## src/rtl/button_pkg.sv

```systemverilog
// button_pkg: shared blinker state encoding and width helper
package button_pkg;
   typedef enum logic [1:0] {IDLE, ON, OFF} blink_state_t;
   function automatic int max_u(input int a, input int b);
      return a > b ? a : b;
   endfunction
endpackage

```

## src/rtl/phase_timer.sv

```systemverilog
// phase_timer: loadable saturating down-counter with zero flag
module phase_timer #(
   parameter int W = 1
) (
   input  logic         clk,
   input  logic         reset,
   input  logic         load,
   input  logic [W-1:0] load_value,
   output logic         zero
);
   logic [W-1:0] cnt_q, cnt_d;
   always_comb cnt_d = load ? load_value : (cnt_q != '0 ? cnt_q - 1'b1 : cnt_q);
   always_ff @(posedge clk)
      if (reset) cnt_q <= '0;
      else       cnt_q <= cnt_d;
   assign zero = cnt_q == '0;
endmodule

```

## src/rtl/event_blinker.sv

```systemverilog
// event_blinker: turns event strobes into fixed-length LED blinks; BLINK_QUEUE_EN adds an event queue
module event_blinker
   import button_pkg::*;
#(
   parameter int ON_TICKS    = 5_000_000,
   parameter int OFF_TICKS   = 5_000_000,
   parameter int MAX_PENDING = 7
) (
   input  logic                                 clk,
   input  logic                                 reset,
   input  logic                                 trigger,
   output logic                                 led,
   output logic                                 busy,
   output logic                                 dropped,
   output logic [$clog2(MAX_PENDING+1)-1:0]     pending
);
   localparam int CW = max_u($clog2(max_u(ON_TICKS, OFF_TICKS)), 1);
   localparam int PW = $clog2(MAX_PENDING + 1);
   localparam logic [CW-1:0] ON_V  = CW'(ON_TICKS - 1);
   localparam logic [CW-1:0] OFF_V = CW'(OFF_TICKS - 1);

   blink_state_t  state_q, state_d;
   logic          led_q, led_d, busy_q, busy_d, dropped_q, dropped_d;
   logic [PW-1:0] pend_q, pend_d;
   logic          idle, has_pend, start_idle, on_done, off_done, restart, load, zero;
   logic [CW-1:0] load_value;

   phase_timer #(.W(CW)) u_timer (
      .clk        (clk),
      .reset      (reset),
      .load       (load),
      .load_value (load_value),
      .zero       (zero)
   );

   always_comb begin
      idle       = state_q == IDLE;
`ifdef BLINK_QUEUE_EN
      has_pend   = pend_q != '0;
`else
      has_pend   = 1'b0;
`endif
      start_idle = idle && (trigger || has_pend);
      on_done    = state_q == ON && zero;
      off_done   = state_q == OFF && zero;
      restart    = off_done && has_pend;
      state_d    = (start_idle || restart) ? ON : on_done ? OFF : off_done ? IDLE : state_q;
      load       = start_idle || restart || on_done;
      load_value = on_done ? OFF_V : ON_V;
      led_d      = state_d == ON;
      busy_d     = state_d != IDLE;
   end

`ifdef BLINK_QUEUE_EN
   logic enq, deq, full;
   // an IDLE trigger starts the blink itself, so any queued event stays queued
   always_comb begin
      enq       = trigger && !idle;
      deq       = restart || (idle && !trigger && has_pend);
      full      = pend_q == PW'(MAX_PENDING);
      pend_d    = (enq && deq) ? pend_q : (enq && !full) ? pend_q + 1'b1 : deq ? pend_q - 1'b1 : pend_q;
      dropped_d = enq && full && !deq;
   end
`else
   always_comb begin
      pend_d    = '0;
      dropped_d = trigger && !idle;
   end
`endif

   always_ff @(posedge clk)
      if (reset) begin
         state_q   <= IDLE;
         led_q     <= 1'b0;
         busy_q    <= 1'b0;
         dropped_q <= 1'b0;
         pend_q    <= '0;
      end else begin
         state_q   <= state_d;
         led_q     <= led_d;
         busy_q    <= busy_d;
         dropped_q <= dropped_d;
         pend_q    <= pend_d;
      end

   assign led     = led_q;
   assign busy    = busy_q;
   assign dropped = dropped_q;
   assign pending = pend_q;
endmodule

```

## config.mk

```make
export PLATFORM = sky130hd
export DESIGN_NAME = event_blinker
export DESIGN_NICKNAME = d
export VERILOG_FILES = /design/src/rtl/button_pkg.sv /design/src/rtl/phase_timer.sv /design/src/rtl/event_blinker.sv
export SDC_FILE = /design/constraint.sdc
export NUM_CORES = 1
export LEC_CHECK = 0
export BUFFER_PORTS_ARGS = -buffer_cell sky130_fd_sc_hd__buf_2
export CAP_MARGIN = 10
export CORE_ASPECT_RATIO = 0.5
export CORE_MARGIN = 10
export CORE_UTILIZATION = 35
export CTS_CLUSTER_DIAMETER = 120
export DETAILED_ROUTE_END_ITERATION = 6
export PLACE_DENSITY = 0.48
export SETUP_SLACK_MARGIN = 0.2
export SLEW_MARGIN = 20
export SYNTH_ARGS = -nofsm -noshare
export SYNTH_HDL_FRONTEND = slang
export SYNTH_HIERARCHICAL = 1
export SYNTH_SLANG_ARGS = --single-unit
```

## constraint.sdc

```tcl
create_clock -name clk -period 4.34 [get_ports clk]
set_clock_uncertainty 0.15 [all_clocks]
set_input_delay 0.651 -clock clk [delete_from_list [all_inputs] [get_ports clk]]
set_output_delay 0.651 -clock clk [all_outputs]
set_load 0.02 [all_outputs]
```

==> metrics.md, run 1 <==
| Metric | Value |
|---|---|
| GRT busiest layer | met2 |
| Synth top area share | 0.3852 |
| Routed len/inst | 12.34 um |
| Clock Sinks | 28 |
| Core outline area | 0.003944 mm2 |
| Commonest non-fill, non-tap cells in the layout | 28 x dfxtp_1, 27 x nand2_1, 26 x conb_1 |
| Worst-Margin Slew | 0.7023 ns |
| Commonest non-fill, non-tap cell in the layout | dfxtp_1 |
| PwrDens | 444.2 mW/mm2 |
| RePlAce Congestion | 0.8158 |
| Residual DRC | 0 |
| Synth Instances | 174 |
| WS Path Type | register to register |
| Period utilisation layout | 0.7088 |
| Detail-routed via count per cell | 4.732 |
| Port bufs | 5 |
| Final slew viol count | 0 |
| Area leader, netlist | dfxtp_1 |
| Initial antenna violation count | 0 |
| Primary FF master, synth | dfxtp_1 |
| Pin count of the biggest net entering global routing | 20 |
| Layout Nets | 206 |
| I/O pins | 9 |
| Met1 usage | 0.1116 |
| Peak VDD IR | 0.1602 mV |
| Asr flop ratio synth | 0 |
| Sequential Area | 560.5 um2 |
| Final Core Density | 0.4169 |
| First-pass GRT wire length | 5333 um |
| FP Rows | 16 |
| Layout area overhead | 12.98% |
| Crit path top cell by count | nand2_1 |
| Worst-path fanout max | 16 |
| Seq cells post-synth | 28 |
| Final WL | 3135 um |
| Post-CTS sizing | 0 |
| WP data arrival | 3.07 ns |
| Antenna viol nets, final | 0 |
| Synth Warn # | 6 |
| Setup repair bufs after CTS | 0 |
| P_leak | 0.6363 nW |
| Area of the multi-input gates | 915.9 um2 |
| Vias in the first global route | 1148 |
| Total gr overflow | 0 |
| Crit. End Element | register |
| Share of cells above drive strength 1 | 0.08500 |
| Max incr delay on CP | 0.58 ns |
| Fmax | 325.1 MHz |
| Clk root buf | clkbuf_8 |
| Max cap viols | 0 |
| Met3 usage | 0.03442 |
| Critical Path, Cell by Cell | or4_4 > nor3_1 > and3_1 > nand2_1 > a21oi_1 > nor2_1 > nand2_1 > o21ai_0 |
| RSZ-0062 raised after global routing | no |
| Starting Density | 0.3690 |
| Worst-path clk slew | 0.10 ns |
| Startpoint types | register |
| CTS Buf Count | 3 |
| Syn avg cell area | 8.363 um2 |
| Slowest CP cell | or4_4 |
| Hold Crit Class | register to register |
| H-tree Lvls | 1 |
| Final setup vio count | 0 |
| Final hold violation count | 0 |
| Minimum clock period after layout | 3.076 ns |
| Hold-fix buffers, CTS | 0 |
| Diode count | 0 |
| Largest cells by area after synthesis | dfxtp_1 39%, nand2_1 7.0%, xor2_1 6.6% |
| Via count | 1202 |
| Fin Setup TNS | 0 ns |
| Die ar. | 0.007293 mm2 |
| Clock buffer depth | 2 |
| Die height | 65.60 um |
| Yosys cell types | 39 |
| Synth Cell Area | 0.001455 mm2 |
| Status | completed |
| Total GRT Usage | 0.08820 |
| Required time worst endpoint | 4.34 ns |
| Global routing usage on met2 | 0.1417 |
| Relative slew slack | 0.5282 |
| Post-synthesis sequential area ratio | 0.3852 |
| Die W | 111.2 um |
| Hpwl dp | 2267 um |
| CTS tree | built |
| Clock Latency Late Sink | 0.28 ns |
| Iteration-0 DRC Markers | 41 |
| FILL cells | 418 |
| Post-synth EDFFs | 0 |
| Initial DRT Pass Iterations | 4 |
## registers in the layout, summed over array words and instances, names as in the netlist
| name | count |
|---|---|
| led | 1 |
| busy | 1 |
| dropped | 1 |
| u_timer/cnt_q | 23 |
| state_q | 2 |
## worst max-delay path, delay by kind of cell (launching register included)
family             cells  cell delay [ns]
AOI/OAI and AO/OA      2             0.37
DFF                    1             0.38
and+or+nand+nor        6             2.03
## final cells by class
class,count,share of cell area
well taps,54,0.04110
flip-flops and latches,28,0.3409
multi-input cells,157,0.5571
clock buffers,3,0.02511
inverters,5,0.01142
repair buffers,7,0.02435
## final timing paths
check | from | endpoint | slack [ns] | cells after the start
setup / recovery | u_timer/cnt_q[8] | u_timer/cnt_q[16] | 1.26 | 8
hold / removal | state_q[1] | led | 0.41 | 1
setup reg to reg | u_timer/cnt_q[8] | u_timer/cnt_q[16] | 1.26 | 8
hold reg to reg | state_q[1] | led | 0.41 | 1
## per-stage QoR
step | std cells | hold slack [ns] | instance area (um2) | power, mW | setup slack, ns
2_1_floorplan | 198 | 0.3397 | 1545 | 0.5432 | 1.247
3_3_place_gp | 251 | 0.3935 | 1603 | 0.5887 | 1.376
3_5_place_dp | 251 | 0.4040 | 1603 | 0.5885 | 1.304
4_1_cts | 254 | 0.4182 | 1644 | 0.7356 | 1.286
5_1_grt | 254 | 0.4386 | 1644 | 0.7816 | 0.9926
6_report | 254 | 0.4107 | 1644 | 0.7303 | 1.264
## where the power goes
group / internal [mW] / leakage [nW] / switching [mW]
registers: 0.295 / 0.231 / 0.0418
logic: 0.105 / 0.383 / 0.143
clock network: 0.0625 / 0.0216 / 0.0829
## logic make-up after synthesis
kind of cell             Yosys count  share of synthesized area
AND/OR/NAND/NOR                   77                     0.2949
flip-flops                        28                     0.3852
other                              2                   0.005161
AO/OA/AOI/OAI                     34                     0.1427
adder cells (fa/ha/maj)            1                   0.008597
multiplexers                       1                   0.007738
XOR/XNOR                          18                     0.1083
buffers and inverters             13                    0.04729
## layer usage
metal	up-vias	part of all wire	wire length, um
li1	625	-	-
met1	555	0.54	1700
met2	20	0.40	1263
met3	2	0.050	156
met4	0	0.0048	15
met5	-	0	0
## cell usage after synthesis (2+ instances only)
cell type	number
a21oi_1	7
a22o_1	2
buf_4	3
clkbuf_1	3
conb_1	2
dfxtp_1	28
inv_1	5
nand2_1	27
nand2b_1	4
nand3_1	2
nand3b_1	2
nand4_1	2
nor2_1	13
nor2b_1	3
nor3_1	7
nor4_1	3
nor4_4	2
o21ai_0	18
or3_1	3
or4_1	2
or4_4	2
xnor2_1	7
xor2_1	11
(Power assumes the default switching activity.)
==> inputs of run 2 (changes only) <==
- PLACE_DENSITY: 0.48 -> 0.5
- clock period: 4.34 -> 2.65 ns (I/O delays scaled with it)
==> run 2 against run 1 <==
Compared with the run above: flip-flop and latch count is the same; clock power grew 57%; global-route usage grew 0.11 points; sequential share of layout area shrank 2.7 points; worst hold slack lost 0.14 ns; maximum frequency grew 32%; largest power group unchanged.
==> metrics.md, run 2 (synthesized netlist as in run 1, its figures left out) <==
| Metric | Value |
|---|---|
| Crit. End Element | register |
| Top flop regs | u_timer/cnt_q (23), state_q (2) |
| Clock buffer depth | 2 |
| Hold-fix buffers, CTS | 0 |
| CTS tree | built |
| Vias in the first global route | 1159 |
| Detail-routed via count per cell | 4.621 |
| Status | completed |
| Commonest non-fill, non-tap cells in the layout | 27 x dfxtp_1, 26 x conb_1, 25 x nand2_1 |
| WP data arrival | 2.39 ns |
| Starting Density | 0.3690 |
| Comb power frac | 0.384 |
| Worst path buffer plus inverter count | 1 |
| Clock Sinks | 28 |
| Minimum clock period after layout | 2.339 ns |
| Pin count of the biggest net entering global routing | 20 |
| Layout Nets | 216 |
| Share of cells above drive strength 1 | 0.1762 |
| Startpoint types | register |
| Met3 wire length | 155 um |
| Min-Delay Startpoint | trigger |
| Hpwl dp | 2283 um |
| Residual DRC | 0 |
| CTS Buf Count | 3 |
| Initial DRT Pass Iterations | 4 |
| Die W | 111.2 um |
| Fmax | 427.6 MHz |
| P_leak | 0.7015 nW |
| Total gr overflow | 0 |
| Power share of the clock group | 0.180 |
| Clock Latency Late Sink | 0.27 ns |
| DRT met1 WL | 1664 um |
| PwrDens | 707.9 mW/mm2 |
| Final WL | 3093 um |
| Critical Path, Cell by Cell | or4_4 > nor4_4 > and3_4 > nand2_2 > a21oi_4 > nor2b_4 > buf_12 > nand2_1 > o21ai_1 |
| Max reg flops | 23 |
| Layout area overhead | 22.79% |
| Worst-path fanout max | 19 |
| Port bufs | 5 |
| Area after DPL | 0.001687 mm2 |
| Total GRT Usage | 0.08930 |
| Worst-path clk slew | 0.09 ns |
| RSZ-0062 raised after global routing | yes |
| Final WS setup | 0.3114 ns |
| Critical Path Source | u_timer/cnt_q[16] |
| Period utilisation layout | 0.8825 |
| Die height | 65.60 um |
| WS Path Type | register to register |
| Clk root buf | clkbuf_8 |
| Initial antenna violation count | 0 |
| Required time worst endpoint | 2.70 ns |
| Routed len/inst | 11.72 um |
| Via count | 1220 |
| Hold Crit Class | primary input to register |
| FP Rows | 16 |
| Psw | 444.6 uW |
| Diode count | 0 |
| Die ar. | 0.007293 mm2 |
| Peak VDD IR | 0.2388 mV |
| Reg2reg start | u_timer/cnt_q[16] |
| First-pass GRT wire length | 5520 um |
| Pwr Total | 1.265 mW |
| Fin Setup TNS | 0 ns |
| Register bank with the most flops | u_timer/cnt_q |
| Iteration-0 DRC Markers | 35 |
| Critical path's top delay family | simple AND/OR/NAND/NOR gates |
| RePlAce Congestion | 0.7981 |
| Max cap viols | 0 |
| Final hold violation count | 0 |
| Sw Share | 0.3515 |
| H-tree Lvls | 1 |
| Commonest non-fill, non-tap cell in the layout | dfxtp_1 |
| Final slew viol count | 0 |
| Core outline area | 0.003944 mm2 |
| Highest metal used | met4 |
| Antenna viol nets, final | 0 |
| Final instance area | 0.001787 mm2 |
| Slowest CP cell | or4_4 |
| Routed length on met2 | 1264 um |
| Sequential Power Share | 0.436 |
| Dpl ws | 0.1239 ns |
| I/O pins | 9 |
| Max incr delay on CP | 0.58 ns |
| Internal power | 820.3 uW |
| Final setup vio count | 0 |
| Final Core Density | 0.4530 |
-- run 2: stage by stage --
step / hold slack (ns) / instances
after floorplan: 0.3137 / 198
after global placement: 0.3874 / 258
after detailed placement: 0.3818 / 258
after CTS: 0.2726 / 261
after global routing: 0.2771 / 264
final: 0.2753 / 264
-- run 2: worst register-to-register path, delay by kind of cell, from the launching register on --
family,cells,cell delay [ns]
buffers and inverters,1,0.16
DFF,1,0.33
AOI/OAI and AO/OA,2,0.24
and+or+nand+nor,6,1.40
-- run 2: power by group through the flow --
stage | combinational [mW] | sequential [mW] | clock, mW
2_1_floorplan | 0.358 | 0.549 | 0
3_3_place_gp | 0.463 | 0.560 | 0
3_5_place_dp | 0.462 | 0.559 | 0
4_1_cts | 0.468 | 0.550 | 0.243
5_1_grt | 0.545 | 0.563 | 0.261
6_report | 0.485 | 0.552 | 0.228
-- run 2: worst paths after layout --
| path | to | slack, ns | cells after the start |
|---|---|---|---|
| worst max-delay path | u_timer/cnt_q[9] | 0.31 | 9 |
| worst min-delay path | dropped | 0.28 | 2 |
| worst max register to register | u_timer/cnt_q[9] | 0.31 | 9 |
| worst min register to register | dropped | 0.41 | 2 |
-- run 2: cell type report --
type                       instances  area, um2
timing repair buffer              17      131.4
fill                             395       2157
inverter                           5      18.77
clock buffer                       3      41.29
multi-input combinational        157      965.9
sequential                        28      561.8
tap                               54      67.56
-- run 2: per-layer routing --
layer,GRT usage,vias to the layer above
met5,0,-
met4,0.01433,0
met3,0.03623,2
met2,0.1352,16
met1,0.1182,553
li1,-,649
-- run 2: what timing repair did --
item                                    CTS  global route
gates resized for setup                   3             5
endpoints found under the setup margin   22            19
pin swaps                                 1             3
buffers inserted                          0             3
